[config.mk]
export PLATFORM = sky130hd
export DESIGN_NAME = multicycle_controller_flat
export DESIGN_NICKNAME = d
export VERILOG_FILES = /design/src/rtl/multicycle_controller_if.sv /design/src/rtl/multicycle_controller.sv /design/src/flat_wrapper.sv
export SDC_FILE = /design/constraint.sdc
export NUM_CORES = 1
export LEC_CHECK = 0
export CORE_MARGIN = 2
export CORE_UTILIZATION = 45
export CTS_CLUSTER_SIZE = 20
export DETAILED_ROUTE_END_ITERATION = 8
export HOLD_SLACK_MARGIN = 0.15
export PLACE_DENSITY = 0.75
export SLEW_MARGIN = 30
export SYNTH_ARGS = -nofsm -noshare
export SYNTH_HDL_FRONTEND = slang
export SYNTH_SLANG_ARGS = --single-unit
[constraint.sdc]
create_clock -name clk -period 4.4 [get_ports clk]
set_input_delay 0.66 -clock clk [delete_from_list [all_inputs] [get_ports clk]]
set_output_delay 0.66 -clock clk [all_outputs]
set_load 0.02 [all_outputs]
[src/rtl/multicycle_controller_if.sv]
// multicycle_controller_if: control/status bundle between the multicycle controller and the MIPS datapath
interface multicycle_controller_if;
    logic [5:0] opc;
    logic [5:0] func;
    logic       zero;
    logic       PCLoad;
    logic       IorD;
    logic       MemRead;
    logic       MemWrite;
    logic       IRWrite;
    logic       RegDst;
    logic       JalSig1;
    logic       MemToReg;
    logic       JalSig2;
    logic       RegWrite;
    logic       ALUSrcA;
    logic [1:0] ALUSrcB;
    logic [2:0] ALUOperation;
    logic [1:0] PCSrc;
    logic       halted;
    modport master (
        input  opc, func, zero,
        output PCLoad, IorD, MemRead, MemWrite, IRWrite, RegDst, JalSig1, MemToReg,
               JalSig2, RegWrite, ALUSrcA, ALUSrcB, ALUOperation, PCSrc, halted
    );
    modport slave (
        output opc, func, zero,
        input  PCLoad, IorD, MemRead, MemWrite, IRWrite, RegDst, JalSig1, MemToReg,
               JalSig2, RegWrite, ALUSrcA, ALUSrcB, ALUOperation, PCSrc, halted
    );
endinterface

[src/rtl/multicycle_controller.sv]
// multicycle_controller: Moore control FSM for the multicycle MIPS datapath; CTRL_ILLEGAL_HALT_EN adds a sticky HALT on illegal instructions
module multicycle_controller (
    input logic                      clk,
    input logic                      rst,
    multicycle_controller_if.master  bus
);
    typedef enum logic [3:0] {
        S_IF, S_ID, S_MEMADR, S_LW_MEM, S_LW_WB, S_SW_MEM, S_R_EX, S_R_WB,
        S_ADDI_EX, S_SLTI_EX, S_I_WB, S_BR, S_J, S_JAL, S_JR
`ifdef CTRL_ILLEGAL_HALT_EN
        , S_HALT
`endif
    } state_t;

    typedef struct packed {
        logic       pcload;
        logic       iord;
        logic       memread;
        logic       memwrite;
        logic       irwrite;
        logic       regdst;
        logic       jal1;
        logic       memtoreg;
        logic       jal2;
        logic       regwrite;
        logic       srca;
        logic [1:0] srcb;
        logic [2:0] aluop;
        logic [1:0] pcsrc;
    } ctl_t;

    localparam logic [2:0] ADD = 3'b010;
    localparam logic [2:0] SUB = 3'b110;
    localparam logic [2:0] SLT = 3'b111;

`ifdef CTRL_ILLEGAL_HALT_EN
    localparam state_t S_ILL = S_HALT;
`else
    localparam state_t S_ILL = S_IF;
`endif

    state_t state_q, state_d;
    ctl_t   ctl_q, ctl_d;

    function automatic logic [2:0] r_op(logic [5:0] fn);
        return fn == 6'b100000 ? ADD :
               fn == 6'b100010 ? SUB :
               fn == 6'b100100 ? 3'b000 :
               fn == 6'b100101 ? 3'b001 : SLT;
    endfunction

    function automatic state_t next_state(state_t s, logic [5:0] op, logic [5:0] fn);
        case (s)
            S_IF:      return S_ID;
            S_ID: case (op)
                6'b000000: return fn inside {6'b100000, 6'b100010, 6'b100100, 6'b100101, 6'b101010} ? S_R_EX :
                                  fn == 6'b001000 ? S_JR : S_ILL;
                6'b100011,
                6'b101011: return S_MEMADR;
                6'b000100,
                6'b000101: return S_BR;
                6'b000010: return S_J;
                6'b000011: return S_JAL;
                6'b001000: return S_ADDI_EX;
                6'b001010: return S_SLTI_EX;
                default:   return S_ILL;
            endcase
            S_MEMADR:  return op == 6'b100011 ? S_LW_MEM : S_SW_MEM;
            S_LW_MEM:  return S_LW_WB;
            S_R_EX:    return S_R_WB;
            S_ADDI_EX,
            S_SLTI_EX: return S_I_WB;
`ifdef CTRL_ILLEGAL_HALT_EN
            S_HALT:    return S_HALT;
`endif
            default:   return S_IF;
        endcase
    endfunction

    function automatic ctl_t decode(state_t s, logic [5:0] fn);
        ctl_t c;
        c = '0;
        case (s)
            S_IF:      begin c.pcload = 1'b1; c.memread = 1'b1; c.irwrite = 1'b1; c.srcb = 2'd1; c.aluop = ADD; end
            S_ID:      begin c.srcb = 2'd3; c.aluop = ADD; end
            S_MEMADR,
            S_ADDI_EX: begin c.srca = 1'b1; c.srcb = 2'd2; c.aluop = ADD; end
            S_SLTI_EX: begin c.srca = 1'b1; c.srcb = 2'd2; c.aluop = SLT; end
            S_LW_MEM:  begin c.iord = 1'b1; c.memread = 1'b1; end
            S_LW_WB:   c.regwrite = 1'b1;
            S_SW_MEM:  begin c.iord = 1'b1; c.memwrite = 1'b1; end
            S_R_EX:    begin c.srca = 1'b1; c.aluop = r_op(fn); end
            S_R_WB:    begin c.regdst = 1'b1; c.memtoreg = 1'b1; c.regwrite = 1'b1; end
            S_I_WB:    begin c.memtoreg = 1'b1; c.regwrite = 1'b1; end
            S_BR:      begin c.srca = 1'b1; c.aluop = SUB; c.pcsrc = 2'd2; end
            S_J:       begin c.pcsrc = 2'd1; c.pcload = 1'b1; end
            S_JAL:     begin c.pcsrc = 2'd1; c.pcload = 1'b1; c.jal1 = 1'b1; c.jal2 = 1'b1; c.regwrite = 1'b1; end
            S_JR:      begin c.pcsrc = 2'd3; c.pcload = 1'b1; end
            default:   c = '0;
        endcase
        return c;
    endfunction

    // next state and the control word it will present, decoded one cycle ahead so outputs come straight from flops
    always_comb begin
        state_d = next_state(state_q, bus.opc, bus.func);
        ctl_d   = decode(state_d, bus.func);
    end

    // state and registered control word; reset lands on the fetch decode immediately
    always_ff @(posedge clk or posedge rst) begin
        if (rst) begin
            state_q <= S_IF;
            ctl_q   <= decode(S_IF, 6'd0);
        end else begin
            state_q <= state_d;
            ctl_q   <= ctl_d;
        end
    end

    // branch PC load follows the live zero flag; opc[0] separates bne from beq
    assign bus.PCLoad       = ctl_q.pcload | (state_q == S_BR && (bus.zero ^ bus.opc[0]));
    assign bus.IorD         = ctl_q.iord;
    assign bus.MemRead      = ctl_q.memread;
    assign bus.MemWrite     = ctl_q.memwrite;
    assign bus.IRWrite      = ctl_q.irwrite;
    assign bus.RegDst       = ctl_q.regdst;
    assign bus.JalSig1      = ctl_q.jal1;
    assign bus.MemToReg     = ctl_q.memtoreg;
    assign bus.JalSig2      = ctl_q.jal2;
    assign bus.RegWrite     = ctl_q.regwrite;
    assign bus.ALUSrcA      = ctl_q.srca;
    assign bus.ALUSrcB      = ctl_q.srcb;
    assign bus.ALUOperation = ctl_q.aluop;
    assign bus.PCSrc        = ctl_q.pcsrc;
`ifdef CTRL_ILLEGAL_HALT_EN
    assign bus.halted       = state_q == S_HALT;
`else
    assign bus.halted       = 1'b0;
`endif
endmodule
[src/flat_wrapper.sv]
// flat-port wrapper written by rule: the top's interface ports become plain ports
module multicycle_controller_flat 
  (clk, rst, bus_opc, bus_func, bus_zero, bus_PCLoad, bus_IorD, bus_MemRead, bus_MemWrite, bus_IRWrite, bus_RegDst, bus_JalSig1, bus_MemToReg, bus_JalSig2, bus_RegWrite, bus_ALUSrcA, bus_ALUSrcB, bus_ALUOperation, bus_PCSrc, bus_halted);
  multicycle_controller_if bus_i ();
  input logic clk;
  input logic rst;
  input wire logic [$bits(bus_i.opc)-1:0] bus_opc;
  input wire logic [$bits(bus_i.func)-1:0] bus_func;
  input wire logic [$bits(bus_i.zero)-1:0] bus_zero;
  output wire logic [$bits(bus_i.PCLoad)-1:0] bus_PCLoad;
  output wire logic [$bits(bus_i.IorD)-1:0] bus_IorD;
  output wire logic [$bits(bus_i.MemRead)-1:0] bus_MemRead;
  output wire logic [$bits(bus_i.MemWrite)-1:0] bus_MemWrite;
  output wire logic [$bits(bus_i.IRWrite)-1:0] bus_IRWrite;
  output wire logic [$bits(bus_i.RegDst)-1:0] bus_RegDst;
  output wire logic [$bits(bus_i.JalSig1)-1:0] bus_JalSig1;
  output wire logic [$bits(bus_i.MemToReg)-1:0] bus_MemToReg;
  output wire logic [$bits(bus_i.JalSig2)-1:0] bus_JalSig2;
  output wire logic [$bits(bus_i.RegWrite)-1:0] bus_RegWrite;
  output wire logic [$bits(bus_i.ALUSrcA)-1:0] bus_ALUSrcA;
  output wire logic [$bits(bus_i.ALUSrcB)-1:0] bus_ALUSrcB;
  output wire logic [$bits(bus_i.ALUOperation)-1:0] bus_ALUOperation;
  output wire logic [$bits(bus_i.PCSrc)-1:0] bus_PCSrc;
  output wire logic [$bits(bus_i.halted)-1:0] bus_halted;
  assign bus_i.opc = bus_opc;
  assign bus_i.func = bus_func;
  assign bus_i.zero = bus_zero;
  assign bus_PCLoad = bus_i.PCLoad;
  assign bus_IorD = bus_i.IorD;
  assign bus_MemRead = bus_i.MemRead;
  assign bus_MemWrite = bus_i.MemWrite;
  assign bus_IRWrite = bus_i.IRWrite;
  assign bus_RegDst = bus_i.RegDst;
  assign bus_JalSig1 = bus_i.JalSig1;
  assign bus_MemToReg = bus_i.MemToReg;
  assign bus_JalSig2 = bus_i.JalSig2;
  assign bus_RegWrite = bus_i.RegWrite;
  assign bus_ALUSrcA = bus_i.ALUSrcA;
  assign bus_ALUSrcB = bus_i.ALUSrcB;
  assign bus_ALUOperation = bus_i.ALUOperation;
  assign bus_PCSrc = bus_i.PCSrc;
  assign bus_halted = bus_i.halted;
  multicycle_controller u_core (.clk(clk), .rst(rst), .bus(bus_i));
endmodule
# Yosys cells after proc, flatten, opt, wreduce, memory -nomap -nowiden
# Cells that the tools add are included.
# Widths: inputs -> output; s select.
# totals
memories,0
elab_cells,90
mem_bits_rw,0
out_inout_bits,19
rom_bits,0
in_bits,15
latchBits,0
regBits,21
# classes
order_cmp,0
eq_ne,35
shifts,0
n_mux,22
addsub,0
n_bitwise,2
div,0
n_reduce_logical,17
mul,0
# ops
cell,n
$eq 6x6->1 const B,7
$eq 4x4->1 const B,10
$pmux 4 s7,1
$pmux 4 s6,1
$eq 4x3->1 const B,5
$eq 6x4->1 const B,3
$eq 4x2->1 const B,4
$mux 3,5
$reduce_or 2->1,7
$eq 6x2->1 const B,2
$eq 6x3->1 const B,2
$pmux 2 s3,2
$pmux 3 s4,1
$reduce_or 4->1,3
$mux 1,10
$eq 4x1->1 const B,2
$logic_not 4->1,2
$mux 4,2
$logic_not 6->1,1
$reduce_bool 5->1,1
$reduce_or 5->1,1
$reduce_or 3->1,1
$logic_and 1x1->1,1
$or 1x1->1,1
$xor 1x1->1,1

# Longest topological paths before layout
# logic_depth
word_depth,8
depth_mapped,8
depth_no_buf,7

# Worst setup path after synthesis
# No wires, ideal clock.
# synth_path
path_type,input-to-reg
start,input port bus_opc[2]
end,register u_core.ctl_q (netlist bit u_core.bus.ALUOperation[0])
n_path_buf,2
path_stages,8
arrival_time_ns,2.043
setup_ns,0.140
path_slack_ns,2.217
required_time_ns,4.260
path_cell_list,buf_2 > or4_4 > nor4_4 > a31o_2 > a21o_2 > buf_6 > or2_2 > o22ai_1
# synth_lines
element,line_no,rtl
from (decl),flat_wrapper.sv:7,input wire logic [$bits(bus_i.opc)-1:0] bus_opc;
to (signal assigned),multicycle_controller.sv:114,"ctl_q <= decode(S_IF, 6'd0);"
to (signal assigned),multicycle_controller.sv:117,ctl_q <= ctl_d;
to (decl),multicycle_controller.sv:43,"ctl_t ctl_q, ctl_d;"

# Worst setup path after layout
# layout_path
start,input port bus_opc[0]
end,output port bus_PCLoad
# layout_between
elab_chain_cells,3
# layout_lines
element,line_no,rtl
$xor 1x1->1,multicycle_controller.sv:122,assign bus.PCLoad = ctl_q.pcload | (state_q == S_BR && (bus.zero ^ bus.opc[0]));
$logic_and 1x1->1,multicycle_controller.sv:122,
$or 1x1->1,multicycle_controller.sv:122,
to (decl),flat_wrapper.sv:10,output wire logic [$bits(bus_i.PCLoad)-1:0] bus_PCLoad;
# Every way passes these cells.

==> key figures <==
Status
  • Status: completed

STA
  • Tcrit/Tclk final: 0.6398
  • Slew @ Worst Pin: roughly 0.75 ns
  • Setup violators final: 0
  • Fin Clk Skew: 0.001579 ns
  • Relative slew slack: 0.5014
  • Unrepaired setup endpoints after global routing: no
  • Slew Viols, Final: 0
  • Max Freq: 0.3552 GHz
  • Final Hold Viols: 0
  • Setup_tns: 0 ns
  • Final min period: 2.815 ns

Power and ir drop
  • VDD IR max: 0.0003325 V
  • P_sw: 0.0002856 W
  • LEAKAGE: between 0.6 and 0.7 nW
  • P_int: 0.0004579 W
  • Share of total power in the clock network: 0.123
  • Comb pwr share: 0.484
  • P per Cell Area: 473.1 nW/um2
  • Net Sw Frac: 0.3841
  • Seq pwr share: 0.393

Drt
  • Uppermost layer routed: met4
  • Vias per Instance: roughly 5.5
  • DR WL/cell: 13.50 um
  • Routed met3 length: around 100 um
  • DR vias: approximately 1,000
  • DRC: 0
  • DRT antenna net count: 0
  • DR pass1 iterations: 4
  • Total wire length after detailed routing: 2498 um
  • DRT met1 WL: ~1100 um
  • DR iter-0 viols: 21
  • Routed wl met2: roughly 1300 um

Logic synthesis
  • Most common cell in the netlist: dfrtp_1
  • Register area share after synthesis: 0.4090
  • Mapped cell area: between 1000 and 1500 um2
  • Yosys warns: 0
  • Yosys cell types: 50
  • Synthesized Nets: between 100 and 150
  • Most used flip-flop cell after synthesis: dfrtp_1
  • Yosys top cell by area: dfrtp_1
  • Area contributors post-synth: dfrtp_1 (31%), dfstp_2 (10%), buf_4 (5.2%)
  • #FFs+latches synth: 21
  • Synth Area per Inst: 9.774 um2
  • Post-synth top cells: dfrtp_1 (16), nor2_1 (10), buf_4 (9)
  • Post-synth EDFFs: 0
  • Post-synth top area share: 0.3080
  • Synth async-reset ratio: 1.000
  • Syn Inst Count: 133

Clocking
  • Clock tree buffer depth: 2
  • Cts bufs inserted: 3
  • H-tree depth: 1
  • Clk_lat worst skew: 0.30 ns
  • Sinks on the clock net: 21
  • Clock root buffer: clkbuf_4
  • CTS tree: done
  • Resized cells post-CTS: 0
  • Clock transition at the registers of the reported paths: 0.11 ns
  • CTS Hold Bufs: 0
  • Post-CTS Setup Inserts: 0

Placed design
  • Dpl hpwl: approximately 2000 um
  • Placer congestion estimate: 0.7876
  • Buffers on Ports: 32
  • Post-DP Area: 1545 um2

Run
  • Max_cap viols: 0

Global routing
  • Number of global-route vias before repair: 989
  • Initial antenna violation count: 0
  • GR Util All Layers: 0.1646
  • First-pass GRT wire length: 4312 um
  • Total gr overflow: 0
  • Pin count of the biggest net entering global routing: 22

Layout
  • Share of layout cells above drive strength 1: 0.1364
  • Final Net Count: 170
  • P&R area growth vs syn: 20.89%
  • Fin area: 1572 um2
  • ANT cells: 0

Critical path
  • Slowest CP cell: clkdlybuf4s50_1
  • Top delay family on crit path: buffers and inverters
  • Crit-path cells: clkdlybuf4s50_1, xnor2_1, o21bai_1, clkdlybuf4s50_1
  • Crit path largest cell delay: approximately 0.63 ns
  • Sum of buffers and inverters on the critical path: 2
  • CP Launch Type: input pin
  • CP arrival: between 2 and 2.5 ns
  • Crit Path Category: in -> out
  • WP data required: approximately 3.7 ns
  • Critical path's most frequent cell: clkdlybuf4s50_1
  • Crit-path max FO: 7
  • CP Capture Type: output pin

Die
  • Number of I/O pins: 34
  • Row count: 19
  • Die Y: 57.75 um
  • Area of the die: 3335 um2
  • Die X: about 58 um
  • Initial core utilization: 0.4714
  • Core Box Area: 2758 um2

Hold path
  • Hold Crit Class: reg -> reg
==> path summary, 6_finish.rpt <==
path	startpoint	to	slack [ns]	cells past startpoint
worst max-delay path	bus_opc[0]	bus_PCLoad	1.58	4
worst min-delay path	u_core.state_q[0]	u_core.bus.RegDst	0.70	1
worst max register to register	u_core.state_q[1]	u_core.bus.ALUOperation[0]	2.59	4
worst min register to register	u_core.state_q[0]	u_core.bus.RegDst	0.70	1
max in group asynchronous	rst	u_core.state_q[3]	3.16	2
min in group asynchronous	rst	u_core.bus.JalSig1	0.78	2
==> power by group through the flow <==
stage	clock, W	sequential (W)	combinational (W)
2_1_floorplan	0	0.000311	0.000239
6_report	0.0000916	0.000292	0.000360
3_5_place_dp	0	0.000298	0.000360
4_1_cts	0.0000936	0.000293	0.000361
5_1_grt	0.0000995	0.000300	0.000389
3_3_place_gp	0	0.000295	0.000356
==> logic make-up (layout without fill, tap and decap cells) <==
family	Yosys count	after routing	share of synthesized area
and+or+nand+nor	49	49	0.2445
AOI/OAI and AO/OA	32	32	0.1886
buffers and inverters	24	45	0.1136
DFF	21	21	0.4090
xor gates and xnor gates	5	5	0.03368
other	1	1	0.002885
muxes	1	1	0.007700
==> layout by cell type, fill, tap and decap left out, drive strengths merged, types with 3 or more instances in the layout <==
cell           netlist  layout
nand4                3       3
o21ai                6       6
a21oi                6       6
dfstp                5       5
inv                  9       9
nand4b               4       4
dfrtp               16      16
clkdlybuf4s50        0      32
xnor2                4       4
nor2                10      10
nand2b               7       7
o21bai               3       3
nor3                 3       3
clkbuf               2       4
nand2                7       7
==> flip-flops by register name, summed over array words and instances, names as in the netlist, 2 cells and up <==
signal                   cells
u_core.state_q               4
u_core.bus.ALUOperation      3
u_core.bus.ALUSrcB           2
u_core.bus.PCSrc             2
==> per-layer routing <==
layer,vias to the layer above,global-route usage
li1,508,-
met1,488,0.2052
met2,28,0.2857
met3,2,0.03571
met4,0,0.04983
met5,-,0
==> per-stage QoR <==
stage               hold WS [ns]  utilization  worst slack (ns)  instances  power (W)
finish                    0.7008       0.5699             1.585        185  0.0007435
global route              0.7495       0.5699             1.478        185  0.0007882
CTS                       0.6977       0.5699             1.572        185  0.0007477
detailed placement        0.6862       0.5603             1.540        181  0.0006577
global placement          0.6670       0.5603             1.548        181  0.0006507
floorplan                 0.6064            -             2.217        133  0.0005500
==> cell type report <==
cell class                      count  area [um2]
Timing Repair Buffer               32       320.3
Inverter                            9       33.78
Multi-Input combinational cell     88       620.6
Sequential cell                    21       531.8
Fill cell                         255        1186
Clock buffer                        4       26.28
Tap cell                           31       38.79
No activity file was read; power rests on OpenSTA's default activity.
